$ cat config.mk
export PLATFORM = sky130hd
export DESIGN_NAME = alu_issue_flat
export DESIGN_NICKNAME = d
export VERILOG_FILES = /design/src/rtl/alu_issue_pkg.sv /design/src/rtl/alu_issue_if.sv /design/src/rtl/alu_issue_ctrl_dec.sv /design/src/rtl/alu_issue.sv /design/src/flat_wrapper.sv
export SDC_FILE = /design/constraint.sdc
export NUM_CORES = 1
export LEC_CHECK = 0
export ABC_AREA = 0
export CAP_MARGIN = 5
export CORE_ASPECT_RATIO = 2
export CORE_MARGIN = 2
export CORE_UTILIZATION = 35
export CTS_CLUSTER_DIAMETER = 50
export DETAILED_ROUTE_END_ITERATION = 6
export PLACE_DENSITY_LB_ADDON = 0.3
export SLEW_MARGIN = 10
export SYNTH_ARGS = -nofsm -noshare
export SYNTH_HDL_FRONTEND = slang
export SYNTH_SLANG_ARGS = --single-unit
$ cat constraint.sdc
create_clock -name clk -period 2.27 [get_ports clk]
set_input_delay 0.227 -clock clk [delete_from_list [all_inputs] [get_ports clk]]
set_output_delay 0.227 -clock clk [all_outputs]
set_load 0.005 [all_outputs]
$ cat src/rtl/alu_issue_pkg.sv
// alu_issue_pkg: ALU op codes, RV32I opcode constants and the shared funct3 -> ALU op map
package alu_issue_pkg;

    typedef enum logic [3:0] {
        ALU_ADD, ALU_SUB, ALU_AND, ALU_OR, ALU_SLL, ALU_SLT, ALU_SLTU,
        ALU_XOR, ALU_SRA, ALU_SRL, ALU_BGE, ALU_BGEU, ALU_BNE
    } alu_ctrl_e;

    localparam logic [6:0] OP     = 7'b0110011;
    localparam logic [6:0] OP_IMM = 7'b0010011;
    localparam logic [6:0] LOAD   = 7'b0000011;
    localparam logic [6:0] STORE  = 7'b0100011;
    localparam logic [6:0] BRANCH = 7'b1100011;

    // Register and immediate arithmetic share one funct3 map; only the sub/sra selects differ.
    function automatic alu_ctrl_e op_ctrl(logic [2:0] f3, logic sub, logic sra);
        case (f3)
            3'b000:  if (sub) return ALU_SUB; else return ALU_ADD;
            3'b001:  return ALU_SLL;
            3'b010:  return ALU_SLT;
            3'b011:  return ALU_SLTU;
            3'b100:  return ALU_XOR;
            3'b101:  if (sra) return ALU_SRA; else return ALU_SRL;
            3'b110:  return ALU_OR;
            default: return ALU_AND;
        endcase
    endfunction

endpackage

$ cat src/rtl/alu_issue_if.sv
// alu_issue_if: decode-side offer, alu-side operands and branch redirect of the issue stage
//   master: the issue register (drives in_ready, out_valid, alu_*, illegal, br_*)
//   slave : its environment (drives the instruction, out_ready, branch_cond, flush)
interface alu_issue_if #(parameter int WIDTH = 32);
    logic             in_valid;
    logic             in_ready;
    logic [6:0]       opcode;
    logic [2:0]       funct3;
    logic             funct7_5;
    logic [WIDTH-1:0] rs1_val;
    logic [WIDTH-1:0] rs2_val;
    logic [WIDTH-1:0] imm;
    logic [WIDTH-1:0] pc;
    logic             flush;
    logic             out_valid;
    logic             out_ready;
    logic [3:0]       alu_control;
    logic [WIDTH-1:0] alu_a;
    logic [WIDTH-1:0] alu_b;
    logic             branch_cond;
    logic             illegal;
    logic             br_taken;
    logic [WIDTH-1:0] br_target;

    modport master (
        input  in_valid, opcode, funct3, funct7_5, rs1_val, rs2_val, imm, pc, flush,
               out_ready, branch_cond,
        output in_ready, out_valid, alu_control, alu_a, alu_b, illegal, br_taken, br_target
    );

    modport slave (
        output in_valid, opcode, funct3, funct7_5, rs1_val, rs2_val, imm, pc, flush,
               out_ready, branch_cond,
        input  in_ready, out_valid, alu_control, alu_a, alu_b, illegal, br_taken, br_target
    );
endinterface

$ cat src/rtl/alu_issue_ctrl_dec.sv
// alu_issue_ctrl_dec: combinational RV32I opcode/funct3/funct7_5 -> ALU control decode
//   in : opcode, funct3, funct7_5
//   out: alu_control, use_imm (operand b from imm), shamt_imm (b = imm[4:0]), is_branch, illegal
module alu_issue_ctrl_dec
    import alu_issue_pkg::*;
(
    input  logic [6:0] opcode,
    input  logic [2:0] funct3,
    input  logic       funct7_5,
    output alu_ctrl_e  alu_control,
    output logic       use_imm,
    output logic       shamt_imm,
    output logic       is_branch,
    output logic       illegal
);

    always_comb begin
        alu_control = ALU_ADD;
        use_imm     = 1'b0;
        shamt_imm   = 1'b0;
        is_branch   = 1'b0;
        illegal     = 1'b0;
        case (opcode)
            OP:     alu_control = op_ctrl(funct3, funct7_5, funct7_5);
            OP_IMM: begin
                alu_control = op_ctrl(funct3, 1'b0, funct7_5);
                use_imm     = 1'b1;
                shamt_imm   = funct3[1:0] == 2'b01;
            end
            LOAD, STORE: use_imm = 1'b1;
            BRANCH: begin
                is_branch = 1'b1;
                case (funct3)
                    3'b000:  alu_control = ALU_SUB;
                    3'b001:  alu_control = ALU_BNE;
                    3'b100:  alu_control = ALU_SLT;
                    3'b101:  alu_control = ALU_BGE;
                    3'b110:  alu_control = ALU_SLTU;
                    3'b111:  alu_control = ALU_BGEU;
                    default: begin
                        is_branch = 1'b0;
                        illegal   = 1'b1;
                    end
                endcase
            end
            default: illegal = 1'b1;
        endcase
    end

endmodule

$ cat src/rtl/alu_issue.sv
// alu_issue: one-entry valid/ready issue register feeding the alu, with registered branch redirect
//   clk, reset : clock and synchronous active-high reset
//   bus        : alu_issue_if.master (instruction offer, alu operands, branch_cond, flush, br_*)
module alu_issue
    import alu_issue_pkg::*;
#(
    parameter int WIDTH = 32
) (
    input logic         clk,
    input logic         reset,
    alu_issue_if.master bus
);

    alu_ctrl_e        ctrl;
    logic             use_imm, shamt_imm, is_branch, illegal;
    logic             in_ready, fire_in, fire_out, held_branch;
    logic [WIDTH-1:0] b_sel, held_target;

    alu_issue_ctrl_dec u_dec (
        .opcode     (bus.opcode),
        .funct3     (bus.funct3),
        .funct7_5   (bus.funct7_5),
        .alu_control(ctrl),
        .use_imm    (use_imm),
        .shamt_imm  (shamt_imm),
        .is_branch  (is_branch),
        .illegal    (illegal)
    );

    assign in_ready     = ~bus.out_valid | bus.out_ready;
    assign bus.in_ready = in_ready;
    assign fire_in      = bus.in_valid & in_ready;
    assign fire_out     = bus.out_valid & bus.out_ready;

    // Immediate shifts keep only shamt so funct7 bits in imm[11:5] never reach the shifter.
    assign b_sel = illegal ? '0 :
                   ~use_imm ? bus.rs2_val :
                   shamt_imm ? {{(WIDTH-5){1'b0}}, bus.imm[4:0]} : bus.imm;

    // The target is kept privately until the branch leaves, so a back-to-back successor
    // cannot overwrite br_target before its redirect pulse is shown.
    always_ff @(posedge clk) begin
        if (reset) begin
            bus.out_valid   <= 1'b0;
            bus.illegal     <= 1'b0;
            bus.br_taken    <= 1'b0;
            bus.alu_control <= 4'b0000;
            bus.alu_a       <= '0;
            bus.alu_b       <= '0;
            bus.br_target   <= '0;
            held_branch     <= 1'b0;
            held_target     <= '0;
        end else begin
            bus.br_taken <= fire_out & held_branch & bus.branch_cond & ~bus.flush;
            if (fire_out & held_branch & ~bus.flush)
                bus.br_target <= held_target;
            if (bus.flush)
                bus.out_valid <= 1'b0;
            else if (fire_in) begin
                bus.out_valid   <= 1'b1;
                bus.alu_control <= ctrl;
                bus.alu_a       <= illegal ? '0 : bus.rs1_val;
                bus.alu_b       <= b_sel;
                bus.illegal     <= illegal;
                held_branch     <= is_branch;
                held_target     <= bus.pc + bus.imm;
            end else if (fire_out)
                bus.out_valid <= 1'b0;
        end
    end

endmodule
$ cat src/flat_wrapper.sv
// flat-port wrapper written by rule: the top's interface ports become plain ports
module alu_issue_flat import alu_issue_pkg::*;
#(
    parameter int WIDTH = 32
)
  (clk, reset, bus_in_valid, bus_opcode, bus_funct3, bus_funct7_5, bus_rs1_val, bus_rs2_val, bus_imm, bus_pc, bus_flush, bus_out_ready, bus_branch_cond, bus_in_ready, bus_out_valid, bus_alu_control, bus_alu_a, bus_alu_b, bus_illegal, bus_br_taken, bus_br_target);
  alu_issue_if #(.WIDTH(WIDTH)) bus_i ();
  input logic clk;
  input logic reset;
  input wire logic [$bits(bus_i.in_valid)-1:0] bus_in_valid;
  input wire logic [$bits(bus_i.opcode)-1:0] bus_opcode;
  input wire logic [$bits(bus_i.funct3)-1:0] bus_funct3;
  input wire logic [$bits(bus_i.funct7_5)-1:0] bus_funct7_5;
  input wire logic [$bits(bus_i.rs1_val)-1:0] bus_rs1_val;
  input wire logic [$bits(bus_i.rs2_val)-1:0] bus_rs2_val;
  input wire logic [$bits(bus_i.imm)-1:0] bus_imm;
  input wire logic [$bits(bus_i.pc)-1:0] bus_pc;
  input wire logic [$bits(bus_i.flush)-1:0] bus_flush;
  input wire logic [$bits(bus_i.out_ready)-1:0] bus_out_ready;
  input wire logic [$bits(bus_i.branch_cond)-1:0] bus_branch_cond;
  output wire logic [$bits(bus_i.in_ready)-1:0] bus_in_ready;
  output wire logic [$bits(bus_i.out_valid)-1:0] bus_out_valid;
  output wire logic [$bits(bus_i.alu_control)-1:0] bus_alu_control;
  output wire logic [$bits(bus_i.alu_a)-1:0] bus_alu_a;
  output wire logic [$bits(bus_i.alu_b)-1:0] bus_alu_b;
  output wire logic [$bits(bus_i.illegal)-1:0] bus_illegal;
  output wire logic [$bits(bus_i.br_taken)-1:0] bus_br_taken;
  output wire logic [$bits(bus_i.br_target)-1:0] bus_br_target;
  assign bus_i.in_valid = bus_in_valid;
  assign bus_i.opcode = bus_opcode;
  assign bus_i.funct3 = bus_funct3;
  assign bus_i.funct7_5 = bus_funct7_5;
  assign bus_i.rs1_val = bus_rs1_val;
  assign bus_i.rs2_val = bus_rs2_val;
  assign bus_i.imm = bus_imm;
  assign bus_i.pc = bus_pc;
  assign bus_i.flush = bus_flush;
  assign bus_i.out_ready = bus_out_ready;
  assign bus_i.branch_cond = bus_branch_cond;
  assign bus_in_ready = bus_i.in_ready;
  assign bus_out_valid = bus_i.out_valid;
  assign bus_alu_control = bus_i.alu_control;
  assign bus_alu_a = bus_i.alu_a;
  assign bus_alu_b = bus_i.alu_b;
  assign bus_illegal = bus_i.illegal;
  assign bus_br_taken = bus_i.br_taken;
  assign bus_br_target = bus_i.br_target;
  alu_issue #(.WIDTH(WIDTH)) u_core (.clk(clk), .reset(reset), .bus(bus_i));
endmodule
==> results.rst <==
.. list-table::
   :header-rows: 1

   * - Metric
     - Value
   * - Status
     - finished clean
   * - Number of nets in the layout
     - between 1,000 and 1,500
   * - Number of max-cap violations
     - 0
   * - Via count of the routed design
     - 7,696
   * - Sequential fraction of design power
     - 0.369
   * - Syn Std Cell Area
     - approximately 0.007 mm^2
   * - Depth of the worst register-to-register path
     - 7
   * - Core ar.
     - roughly 0.020 mm^2
   * - Via-to-Cell Ratio
     - between 5 and 6
   * - Setup violations, final
     - 0
   * - Switching Fraction
     - 0.2821
   * - Pwr dens
     - 595.3 mW/mm^2
   * - IO Pins
     - ~250
   * - WL/cell
     - about 17 um
   * - Power share of the combinational group
     - 0.193
   * - Hold Slack
     - 0.1593 ns
   * - CP Launch Type
     - input port
   * - Number of DRC markers after the initial detailed-route iteration
     - 350
   * - Nature of the critical path endpoint
     - register
   * - Area of the die
     - about 0.021 mm^2
   * - Static leakage power
     - 0.004277 uW
   * - Share of cells above drive strength 1
     - 0.1577
   * - Required @ worst endpoint
     - about 2.6 ns
   * - Number of levels the H-tree was split into
     - 4
   * - Synthesis-stage register bit count
     - between 100 and 150
   * - Worst endpoint data arrival time
     - 2.53 ns
   * - CTS tree
     - built
   * - Row Count
     - 73
   * - Worst min-delay path class
     - in2reg
   * - Filler instances
     - about 1,900
   * - Cell area after placement
     - 0.01059 mm^2
   * - Maximum clock skew at final layout
     - ~0.007 ns
   * - Via count of the first global-routing pass
     - slightly below 8,000
   * - Count of clock tree sinks
     - 136
   * - Launch instance of the worst min-delay path
     - reset
   * - Number of remaining DRC errors
     - 0
   * - Placer's final routability congestion estimate
     - between 0.9 and 1
   * - Height of the die
     - between 200 and 250 um
   * - Layout Area Growth over Synthesis
     - 60.65%
   * - Critical Path Start
     - bus_imm[0]
   * - First-pass GRT wire length
     - about 38 mm
   * - Worst Max-Slew Pin Slew
     - between 0.9 and 1 ns
   * - Post-CTS clock slew at the launch and capture registers of the worst setup and hold paths
     - about 0.070 ns
   * - Predominant post-synthesis flop cell
     - dfxtp_1
   * - Cell-internal power
     - 4809 uW
   * - Post-layout instance area
     - approximately 0.011 mm^2
   * - Synth unique cells
     - 69
   * - Synthesized area per cell
     - just over 8 um^2
   * - Final count of hold timing violations
     - 0
   * - Post-layout minimum cycle time
     - between 2 and 2.5 ns
   * - Number of antenna diodes
     - 0
   * - Maximum achievable frequency
     - 0.4526 GHz
   * - Yosys warning count
     - 0
   * - Portion of the post-synthesis area used by sequential elements
     - 0.3887
   * - Gr ovfl total
     - 0
   * - Final Non-Filler Cells
     - roughly 1,500
   * - Proportion of synthesized flip-flops having asynchronous set or reset
     - 0
   * - Horizontal die dimension
     - 104.0 um
   * - Number of iterations in the first detailed-routing pass
     - 5
   * - Hold depth
     - 2
   * - Half-perimeter wire length of the detailed placement result
     - 18.42 mm
   * - Antenna violations before repair
     - 0
   * - Setup repair after global routing missed its margin
     - yes
   * - Switch Pwr
     - ~1900 uW
   * - Fin util
     - 0.5703
   * - Global-route total usage across every layer
     - 0.2248
   * - Synthesized netlist net count
     - 1,036
   * - Worst-path maximum fanout
     - 4
   * - Total power after layout
     - around 6700 uW
   * - Max-slew violations
     - 0
   * - Maximum clock insertion buffer count
     - 2
   * - Relative slew margins
     - 0.3896
   * - Initial Utilization
     - 0.3550
   * - Critical path start-end classification
     - in2reg
   * - Clock network latency to the later pin of the worst-skew pair
     - between 0.4 and 0.5 ns
   * - Cell total after placement
     - between 1,000 and 1,500
   * - Synthesized netlist cell count
     - ~860
   * - Final wirelength
     - 24.38 mm
   * - Number of flops mapped to enable cells by yosys
     - 0
   * - Start of the worst register-to-register path
     - u_core.bus.out_valid$_SDFFE_PP0P_
   * - Portion of total power attributed to the clock network
     - 0.438
   * - Largest net degree at the start of global routing
     - 66
   * - Highest ir drop seen on vdd
     - ~0.5 mV
   * - Number of antenna-violating nets in the routed design
     - 0
   * - Fraction of the cycle the final worst path needs
     - 0.9732
   * - Port Buffer Count
     - roughly 250
   * - Worst reg2reg setup slack
     - 0.28 ns
   * - Number of buffers created by CTS
     - 17
   * - Root Buffer
     - clkbuf_16
flip-flops by register name (all words and copies together) (netlist names):
name                    cells
u_core.bus.br_target       32
u_core.bus.alu_control      4
u_core.held_target         32
u_core.bus.illegal          1
u_core.bus.alu_b           32
u_core.held_branch          1
u_core.bus.alu_a           32
u_core.bus.br_taken         1
u_core.bus.out_valid        1
cells in the final DEF, fill, tap and decap left out, types with 4 or more instances in the layout:
cell             count
clkdlybuf4s50_1    247
dfxtp_1            136
buf_4              123
nand2_1            113
nor2_1              99
a21oi_1             88
a22oi_1             65
o21ai_0             30
ha_1                29
a22o_1              28
nor3_1              21
inv_1               18
clkbuf_16           17
nand3_1             15
nand3b_1            14
nand4_1             11
a21o_1               9
o21a_1               8
inv_6                7
a211o_1              6
xor2_1               5
o21ai_1              5
mux2_2               5
buf_12               5
and3_1               4
o211ai_1             4
a32o_1               4
nor3b_1              4
or3_1                4
inv_8                4
worst max-delay path, stage by stage:
cell,delay (ns)
clkdlybuf4s50_1,0.43
ha_1,0.23
fa_2,0.35
a21oi_2,0.16
o221ai_2,0.15
and3b_2,0.29
o31ai_4,0.31
a2111oi_2,0.11
a311o_1,0.28
power groups by stage:
stage          sequential (uW)  clock (uW)  combinational (uW)
2_1_floorplan             2510           0                 576
3_3_place_gp              2520           0                1260
3_5_place_dp              2520           0                1270
4_1_cts                   2470        3000                1280
5_1_grt                   2470        3090                1410
6_report                  2470        2930                1300
layout make-up:
type	count	area (um^2)	share of cell area
clock buffers	17	425.4	0.03781
well taps	262	327.8	0.02913
flip-flops and latches	136	2723	0.2420
inverters	18	67.56	0.006005
repair buffers	375	3496	0.3107
clock inverters	15	178.9	0.01590
multi-input cells	644	4034	0.3585
kinds of logic (layout without fill, tap and decap cells):
logic type               count (synthesis)  in the layout  share of synthesized area
AO/OA/AOI/OAI                          295            295                     0.2915
multiplexers                             6              6                   0.009467
AND/OR/NAND/NOR                        303            303                     0.1969
flip-flops                             136            136                     0.3887
adder cells (fa/ha/maj)                 32             32                    0.05823
XOR/XNOR                                 8              8                    0.01000
buffers and inverters                   79            425                    0.04519
repair_timing:
| action | 4_1_cts | 5_1_grt |
|---|---|---|
| hold buffers | 0 | 0 |
| endpoints found under the setup margin | 3 | 15 |
| pin swaps | 2 | 6 |
| gates resized for setup | 4 | 11 |
| cloned | 0 | 0 |
| buffers inserted | 0 | 1 |
Yosys cell counts, types with 4 or more instances:
cell type  instances  area, um^2
dfxtp_1          136        2723
nand2_1          113       424.2
nor2_1            99       371.6
a21oi_1           90       450.4
a22oi_1           65       488.0
clkbuf_1          45       168.9
o21ai_0           32       160.2
ha_1              31       387.9
a22o_1            28       245.2
nor3_1            21       105.1
inv_1             18       67.56
buf_2             16       80.08
nand3_1           15       75.07
nand3b_1          14       105.1
nand4_1           11       68.82
a21o_1             9       67.56
o21a_1             8       60.06
a211o_1            6       52.55
a211oi_1           5       37.54
mux2_2             5       56.30
nor3b_1            5       37.54
xor2_1             5       43.79
a32o_1             4       40.04
and3_1             4       25.02
o211ai_1           4       30.03
or3_1              4       25.02
routing by layer:
metal | up-vias | wire length [um] | share of wire | GRT usage
met3 | 68 | 1337 | 0.055 | 0.04592
li1 | 3818 | - | - | -
met4 | 0 | 1171 | 0.048 | 0.1313
met5 | - | 0 | 0 | 0
met1 | 3533 | 9186 | 0.38 | 0.2365
met2 | 277 | 12680 | 0.52 | 0.4105
stage by stage:
stage               setup WS [ns]  setup TNS, ns
floorplan                 0.04732              0
CTS                     -0.007606       -0.01430
global route            -0.009647       -0.01537
detailed placement        -0.5570         -8.386
global placement          -0.5204         -7.883
finish                    0.06076              0
worst paths after layout:
check,endpoint
setup reg to reg,u_core.held_target[27]$_SDFFE_PP0P_
hold reg to reg,u_core.bus.br_target[28]$_SDFFE_PP0P_
hold / removal,u_core.bus.br_target[14]$_SDFFE_PP0P_
setup / recovery,u_core.held_target[22]$_SDFFE_PP0P_
Note: power is estimated with default switching activity, not from simulation.
